File: src/rtl/usb_pkg.sv
// Shared definitions for the USB receive front end: line-state codes,
// receiver FSM states and small framing constants.
package usb_pkg;

  localparam logic [1:0] LS_J   = 2'b10;
  localparam logic [1:0] LS_K   = 2'b01;
  localparam logic [1:0] LS_SE0 = 2'b00;
  localparam logic [1:0] LS_SE1 = 2'b11;

  typedef enum logic [2:0] {
    IDLE,
    SYNC,
    DATA,
    EOP,
    ERR
  } rx_state_t;

  localparam int SYNC_ZEROS_MIN = 3;
  localparam int IDLE_J_BITS    = 8;

  // True for the two differential data levels, false for SE0/SE1.
  function automatic logic is_jk(input logic [1:0] ls);
    return (ls == LS_J) || (ls == LS_K);
  endfunction

endpackage

File: src/rtl/usb_rx_decode_if.sv
// Decoded receive stream and line status handed from the decoder to the packet layer.
interface usb_rx_decode_if;

  logic [1:0] line_state;
  logic       bit_valid;
  logic       bit_out;
  logic       rx_active;
  logic       eop;
  logic       stuff_err;
  logic       se0;
  logic       usb_reset;

  modport master (
    output line_state, bit_valid, bit_out, rx_active, eop, stuff_err, se0, usb_reset
  );

  modport slave (
    input line_state, bit_valid, bit_out, rx_active, eop, stuff_err, se0, usb_reset
  );

endinterface

File: src/rtl/usb_rx_dpll.sv
// Input synchroniser with low-speed polarity swap and an edge-locked 2-bit
// phase counter that marks the mid-bit sample point of each 4x-oversampled cell.
module usb_rx_dpll
  import usb_pkg::*;
#(
  parameter int SYNC_STAGES = 2
) (
  input  logic       clk4x,
  input  logic       reset,
  input  logic       low_speed,
  input  logic       dp,
  input  logic       dn,
  output logic [1:0] line_state,
  output logic       sample
);

  logic [1:0] sync_q [SYNC_STAGES];
  logic [1:0] prev_ls;
  logic [1:0] phase;
  logic [1:0] phase_now;
  logic       jk_edge;

  // Synchroniser chain; the swap happens on entry so every stage already holds J/K-relative codes.
  always_ff @(posedge clk4x) begin
    if (reset) begin
      for (int i = 0; i < SYNC_STAGES; i++) sync_q[i] <= LS_J;
    end else begin
      sync_q[0] <= low_speed ? {dn, dp} : {dp, dn};
      for (int i = 1; i < SYNC_STAGES; i++) sync_q[i] <= sync_q[i-1];
    end
  end

  assign line_state = sync_q[SYNC_STAGES-1];

  // Only a direct J<->K transition realigns the bit clock; single-ended states never do.
  assign jk_edge   = is_jk(line_state) && is_jk(prev_ls) && (line_state != prev_ls);
  assign phase_now = jk_edge ? 2'd0 : phase;
  assign sample    = (phase_now == 2'd2);

  // Free-running phase counter, treating the edge cycle itself as phase 0.
  always_ff @(posedge clk4x) begin
    if (reset) begin
      prev_ls <= LS_J;
      phase   <= 2'd0;
    end else begin
      prev_ls <= line_state;
      phase   <= phase_now + 2'd1;
    end
  end

endmodule

File: src/rtl/usb_rx_decode.sv
// USB receive decoder: NRZI decode, bit unstuffing, SYNC/EOP framing FSM and
// bus-reset timer on top of the oversampling DPLL.
module usb_rx_decode
  import usb_pkg::*;
#(
  parameter int SYNC_STAGES  = 2,
  parameter int STUFF_LIMIT  = 6,
  parameter int RESET_CYCLES = 10000
) (
  input  logic      clk4x,
  input  logic      reset,
  input  logic      low_speed,
  input  logic      dp,
  input  logic      dn,
  usb_rx_decode_if.master rx
);

  localparam int OW = $clog2(STUFF_LIMIT + 1);
  localparam int RW = $clog2(RESET_CYCLES + 1);

  logic [1:0]    ls;
  logic          sample;
  logic          dec;
  logic [1:0]    prev_level;
  rx_state_t     state;
  logic [OW-1:0] ones;
  logic [1:0]    zeros;
  logic [1:0]    se0_seen;
  logic [3:0]    j_seen;
  logic [RW-1:0] se0_cycles;
  logic          usb_reset_q;
  logic          bit_valid_q;
  logic          bit_out_q;
  logic          rx_active_q;
  logic          eop_q;
  logic          stuff_err_q;

  usb_rx_dpll #(
    .SYNC_STAGES(SYNC_STAGES)
  ) u_dpll (
    .clk4x      (clk4x),
    .reset      (reset),
    .low_speed  (low_speed),
    .dp         (dp),
    .dn         (dn),
    .line_state (ls),
    .sample     (sample)
  );

  // NRZI: an unchanged level is a 1, a change is a 0.
  assign dec = (ls == prev_level);

  // Framing FSM; acts only on sample points and registers every output strobe.
  always_ff @(posedge clk4x) begin
    if (reset) begin
      state       <= IDLE;
      prev_level  <= LS_J;
      ones        <= '0;
      zeros       <= '0;
      se0_seen    <= '0;
      j_seen      <= '0;
      bit_valid_q <= 1'b0;
      bit_out_q   <= 1'b0;
      rx_active_q <= 1'b0;
      eop_q       <= 1'b0;
      stuff_err_q <= 1'b0;
    end else begin
      bit_valid_q <= 1'b0;
      eop_q       <= 1'b0;
      stuff_err_q <= 1'b0;
      if (usb_reset_q) begin
        state       <= IDLE;
        prev_level  <= LS_J;
        rx_active_q <= 1'b0;
        ones        <= '0;
      end else if (sample) begin
        if (is_jk(ls)) prev_level <= ls;
        case (state)
          IDLE: begin
            prev_level <= (ls == LS_K) ? LS_K : LS_J;
            if (ls == LS_K) begin
              state <= SYNC;
              zeros <= 2'd1;
            end
          end
          SYNC: begin
            if (ls == LS_SE0) begin
              state <= IDLE;
            end else if (ls == LS_SE1) begin
              state  <= ERR;
              j_seen <= '0;
            end else if (dec) begin
              if (zeros >= 2'(SYNC_ZEROS_MIN)) begin
                state       <= DATA;
                rx_active_q <= 1'b1;
                ones        <= '0;
              end else begin
                state <= IDLE;
              end
            end else if (zeros < 2'(SYNC_ZEROS_MIN)) begin
              zeros <= zeros + 2'd1;
            end
          end
          DATA: begin
            if (ls == LS_SE0) begin
              state    <= EOP;
              se0_seen <= 2'd1;
            end else if (ls == LS_SE1) begin
              state       <= ERR;
              rx_active_q <= 1'b0;
              j_seen      <= '0;
            end else if (ones == OW'(STUFF_LIMIT)) begin
              if (dec) begin
                stuff_err_q <= 1'b1;
                rx_active_q <= 1'b0;
                state       <= ERR;
                j_seen      <= '0;
              end else begin
                ones <= '0;
              end
            end else begin
              bit_valid_q <= 1'b1;
              bit_out_q   <= dec;
              ones        <= dec ? ones + 1'b1 : '0;
            end
          end
          EOP: begin
            if (ls == LS_SE0) begin
              if (se0_seen == 2'd2) begin
                state       <= ERR;
                rx_active_q <= 1'b0;
                j_seen      <= '0;
              end else begin
                se0_seen <= se0_seen + 2'd1;
              end
            end else if (ls == LS_J) begin
              eop_q       <= 1'b1;
              rx_active_q <= 1'b0;
              state       <= IDLE;
            end else begin
              state       <= ERR;
              rx_active_q <= 1'b0;
              j_seen      <= '0;
            end
          end
          ERR: begin
            if (ls == LS_J) begin
              if (j_seen == 4'(IDLE_J_BITS - 1)) begin
                state  <= IDLE;
                j_seen <= '0;
              end else begin
                j_seen <= j_seen + 4'd1;
              end
            end else begin
              j_seen <= '0;
            end
          end
          default: state <= IDLE;
        endcase
      end
    end
  end

  // Bus-reset timer counts raw clk4x cycles of SE0, independent of the bit clock.
  always_ff @(posedge clk4x) begin
    if (reset) begin
      se0_cycles  <= '0;
      usb_reset_q <= 1'b0;
    end else if (ls != LS_SE0) begin
      se0_cycles  <= '0;
      usb_reset_q <= 1'b0;
    end else begin
      if (se0_cycles != RW'(RESET_CYCLES)) se0_cycles <= se0_cycles + 1'b1;
      if (se0_cycles >= RW'(RESET_CYCLES - 1)) usb_reset_q <= 1'b1;
    end
  end

  assign rx.line_state = ls;
  assign rx.se0        = (ls == LS_SE0);
  assign rx.bit_valid  = bit_valid_q;
  assign rx.bit_out    = bit_out_q;
  assign rx.rx_active  = rx_active_q;
  assign rx.eop        = eop_q;
  assign rx.stuff_err  = stuff_err_q;
  assign rx.usb_reset  = usb_reset_q;

endmodule

File: src/flat_wrapper.sv
// flat-port wrapper written by rule: the top's interface ports become plain ports
module usb_rx_decode_flat import usb_pkg::*;
#(
  parameter int SYNC_STAGES  = 2,
  parameter int STUFF_LIMIT  = 6,
  parameter int RESET_CYCLES = 10000
)
  (clk4x, reset, low_speed, dp, dn, rx_line_state, rx_bit_valid, rx_bit_out, rx_rx_active, rx_eop, rx_stuff_err, rx_se0, rx_usb_reset);
  usb_rx_decode_if rx_i ();
  input  logic clk4x;
  input  logic reset;
  input  logic low_speed;
  input  logic dp;
  input  logic dn;
  output wire logic [$bits(rx_i.line_state)-1:0] rx_line_state;
  output wire logic [$bits(rx_i.bit_valid)-1:0] rx_bit_valid;
  output wire logic [$bits(rx_i.bit_out)-1:0] rx_bit_out;
  output wire logic [$bits(rx_i.rx_active)-1:0] rx_rx_active;
  output wire logic [$bits(rx_i.eop)-1:0] rx_eop;
  output wire logic [$bits(rx_i.stuff_err)-1:0] rx_stuff_err;
  output wire logic [$bits(rx_i.se0)-1:0] rx_se0;
  output wire logic [$bits(rx_i.usb_reset)-1:0] rx_usb_reset;
  assign rx_line_state = rx_i.line_state;
  assign rx_bit_valid = rx_i.bit_valid;
  assign rx_bit_out = rx_i.bit_out;
  assign rx_rx_active = rx_i.rx_active;
  assign rx_eop = rx_i.eop;
  assign rx_stuff_err = rx_i.stuff_err;
  assign rx_se0 = rx_i.se0;
  assign rx_usb_reset = rx_i.usb_reset;
  usb_rx_decode #(.SYNC_STAGES(SYNC_STAGES), .STUFF_LIMIT(STUFF_LIMIT), .RESET_CYCLES(RESET_CYCLES)) u_core (.clk4x(clk4x), .reset(reset), .low_speed(low_speed), .dp(dp), .dn(dn), .rx(rx_i));
endmodule
File: config.mk
export PLATFORM = sky130hd
export DESIGN_NAME = usb_rx_decode_flat
export DESIGN_NICKNAME = d
export VERILOG_FILES = /design/src/rtl/usb_pkg.sv /design/src/rtl/usb_rx_decode_if.sv /design/src/rtl/usb_rx_dpll.sv /design/src/rtl/usb_rx_decode.sv /design/src/flat_wrapper.sv
export SDC_FILE = /design/constraint.sdc
export NUM_CORES = 1
export LEC_CHECK = 0
export CORE_AREA = 10 10 102 59
export CTS_CLUSTER_SIZE = 24
export DETAILED_ROUTE_END_ITERATION = 6
export DIE_AREA = 0 0 112 69
export GPL_ROUTABILITY_DRIVEN = 0
export PLACE_DENSITY = 0.77
export SYNTH_ARGS = -nofsm -noshare
export SYNTH_HDL_FRONTEND = slang
export SYNTH_SLANG_ARGS = --single-unit
File: constraint.sdc
create_clock -name clk4x -period 3.42 [get_ports clk4x]
set_clock_uncertainty 0.15 [all_clocks]
set_input_delay 0.342 -clock clk4x [delete_from_list [all_inputs] [get_ports clk4x]]
set_output_delay 0.342 -clock clk4x [all_outputs]
set_load 0.02 [all_outputs]
==> key figures <==
STA
  • Slew Limit Fails: 0
  • Final Cycle Share: 90.6%
  • Relative slew slack: 55.6%
  • Finish-stage setup viols: 0
  • Max Clock Freq: 323 MHz
  • Worst Tran Pin Value: 0.666 ns
  • Final hold vios: 0
  • Tmin final: 3.10 ns
  • Unrepaired setup endpoints after global routing: no
  • Slack of the critical path: 0.323 ns
  • Setup TNS: 0 ns

Floorplan
  • Die X: 112 um
  • Core area: 4230 um^2
  • Cell row count: 17
  • Die height: 69 um
  • Starting Density: 57.0%
  • I/O pins: 14
  • Die area: 7730 um^2

Routing
  • Pre-antenna DRT Iters: 5
  • Routed Antenna Nets: 0
  • Via count: 2056
  • Via density: 5.84
  • DR WL/cell: 15.3 um
  • Initial DRC Count: 263
  • DRC: 0
  • Post-Route WL: 5.39 mm

Clock tree
  • CTS tree: done
  • Post CTS Setup Buffer Count: 0
  • CTS buffer count: 5
  • Clk root buf: clkbuf_8
  • CTS max path bufs: 2
  • Clock sinks: 44
  • H-tree levels: 2
  • Worst-path clk slew: 0.08 ns
  • Worst-skew pair later-pin latency: 0.30 ns
  • # hold bufs at CTS: 0

Run
  • Max-Cap Viols: 0

Final layout
  • Layout area overhead: 10.1%
  • Commonest cells after routing, fill and taps aside: 43 x dfxtp_1, 35 x nor2_1, 18 x nand2_1
  • Most common cell after layout, fill and taps aside: dfxtp_1
  • Nets: 314
  • Share of cells above drive strength 1: 7.80%
  • Antenna cells: 0
  • Final instance area: 2660 um^2

Logic synthesis
  • Synth Register Bits: 44
  • Synth unique cells: 54
  • Syn_nets: 302
  • Post-Synthesis Mean Instance Area: 8.53 um^2
  • Post-synth EDFFs: 0
  • Synthesized netlist cell count: 283
  • Mapped Area: 2410 um^2
  • Yosys Warn Count: 0
  • Sequential area share after synthesis: 36.5%
  • Post-synth ARST share: 0%
  • Primary FF master, synth: dfxtp_1

Pwr
  • Comb power frac: 8.0%
  • Overall power: 0.000906 W
  • PD cells: 341 nW/um^2
  • Psw: 0.000217 W
  • Internal power: 0.000688 W
  • Clock power frac: 33.9%
  • Sw Ratio: 24.0%
  • Maximum VDD drop: 0.000198 V
  • Sequential share of power: 58.1%
  • Leakage: 0.934 nW

Worst setup path
  • Critical path endpoint category: register
  • Reg2reg end: u_core.j_seen[3]$_SDFFE_PP0P_
  • Minimum setup slack among reg-to-reg paths: 0.32 ns
  • Setup Crit Path Kind: reg -> reg
  • Data arrival, critical path: 3.15 ns
  • Critical path data required time: 3.47 ns
  • Worst R2R Start: u_core.u_dpll.sync_q[0][3]$_SDFF_PP1_
  • Worst R2R Path Depth: 10
  • Worst Path Max Fanout: 9
  • Startpoint types: register

Run status
  • Outcome: finished clean

Min path
  • Hold wc startpoint: u_core.u_dpll.phase[0]$_SDFF_PP0_
  • Min-delay worst type: reg -> reg
  • Sink of the worst hold path: u_core.u_dpll.phase[0]$_SDFF_PP0_
  • Hold path depth: 1

GRT
  • Number of global-route vias before repair: 1798
  • Global-route usage over all layers: 13.7%
  • Grt total ovfl: 0
  • Antenna violations before repair: 0
  • Largest net degree at the start of global routing: 21
  • First-pass GRT wire length: 9.00 mm

Placement
  • DP Worst Slack: 0.249 ns
  • DP Area: 2580 um^2
  • Port bufs: 13
  • Dpl hpwl: 3.93 mm
-- area by class of cell --
class                      instances  area, um^2
multi-input combinational        214        1420
fill                             376        1580
tap                               57        71.3
sequential                        44         882
timing repair buffer              17         160
clock inverter                     1        5.00
clock buffer                       6        72.6
inverter                          13        48.8
-- synth_stat cells (2+ instances only) --
library cell   n  share of area, %
dfxtp_1       44                36
nor2_1        35               5.4
nand2_1       18               2.8
a21oi_1       14               2.9
ha_1          14               7.3
inv_1         13               2.0
o21ai_0       12               2.5
nand3_1       11               2.3
nand2b_1      10               2.6
xor2_1         9               3.3
xnor2_1        7               2.5
a211oi_1       6               1.9
and3_1         5               1.3
nor2b_1        5               1.3
nor3_1         5               1.0
clkbuf_1       4              0.62
mux2i_1        4               1.7
nand3b_1       4               1.2
o211ai_1       4               1.2
or4_1          4               1.2
a221oi_1       3               1.1
and2_1         3              0.78
buf_2          3              0.62
buf_4          3              0.93
or2_2          3              0.78
a211o_1        2              0.73
a311oi_1       2              0.73
and3b_1        2              0.73
and4_1         2              0.73
nand4_1        2              0.52
nor3b_1        2              0.62
nor4_1         2              0.52
nor4b_1        2              0.73
o41ai_1        2              0.73
or3_1          2              0.52
or3b_2         2              0.73
-- metal layers --
layer  track usage (%)  wire (um)  vias to the layer above
met5                 0          0                        -
met4              4.58         62                        0
met3              4.05        470                        7
met2              16.8       1980                       80
met1              21.2       2880                      947
li1                  -          -                     1022
-- how the worst max path moves through the flow --
stage	end	slack [ns]	cells after the start	from
floorplan	u_core.j_seen[3]$_SDFFE_PP0P_	0.60	9	u_core.u_dpll.sync_q[0][2]$_SDFF_PP0_
global placement	u_core.j_seen[3]$_SDFFE_PP0P_	0.46	10	u_core.u_dpll.sync_q[0][3]$_SDFF_PP1_
detailed placement	u_core.j_seen[3]$_SDFFE_PP0P_	0.25	10	u_core.u_dpll.sync_q[0][3]$_SDFF_PP1_
CTS	u_core.j_seen[3]$_SDFFE_PP0P_	0.21	10	u_core.u_dpll.sync_q[0][3]$_SDFF_PP1_
global route	u_core.j_seen[3]$_SDFFE_PP0P_	0.09	10	u_core.u_dpll.sync_q[0][3]$_SDFF_PP1_
finish	u_core.j_seen[3]$_SDFFE_PP0P_	0.32	10	u_core.u_dpll.sync_q[0][3]$_SDFF_PP1_
-- kinds of logic (layout without fill, tap and decap cells) --
group           count (synthesis)  after routing  synth area share, %
compound gates                 54             54                 15.0
flops                          44             44                 36.5
mux                             5              5                 2.13
xor+xnor                       16             16                 5.81
fa+ha+maj                      14             14                 7.26
buf+inv                        25             37                 4.82
simple gates                  125            125                 28.5
-- metrics by stage --
stage | std cells | hold WS, ns | utilization (%)
after floorplan | 283 | 0.239 | -
after global placement | 345 | 0.250 | 60.9
after detailed placement | 345 | 0.259 | 60.9
after CTS | 352 | 0.283 | 62.7
after global routing | 352 | 0.318 | 62.8
final | 352 | 0.283 | 62.8
-- power groups by stage --
stage / registers, W / logic (W) / clock network [W]
floorplan: 0.000537 / 0.0000493 / 0
global placement: 0.000537 / 0.0000702 / 0
detailed placement: 0.000538 / 0.0000714 / 0
CTS: 0.000526 / 0.0000716 / 0.000316
global route: 0.000527 / 0.0000807 / 0.000336
finish: 0.000526 / 0.0000727 / 0.000307
-- flip-flops by register name (all words and copies together) (netlist names), 2 cells and up --
signal and cells:
u_core.u_dpll.phase 2, u_core.u_dpll.sync_q 4, u_core.prev_level 2, u_core.ones 3, u_core.zeros 2, u_core.se0_seen 2
u_core.u_dpll.prev_ls 2, u_core.j_seen 4, u_core.se0_cycles 14, u_core.state 3
-- what timing repair did --
item,4_1_cts,5_1_grt
gates resized for setup,0,1
hold endpoints to repair,0,0
endpoints found under the setup margin,0,1
-- worst max-delay path: stages, from the launching register on --
cell      delay [ns]
dfxtp_2         0.43
inv_1           0.13
o21ai_0         0.18
nor2_1          0.05
o21ai_0         0.26
and2_1          0.18
ha_1            0.25
nor2b_1         0.27
nand3_1         0.15
or4b_2          0.68
a221oi_1        0.27
Power figures use the tool's default switching activity.
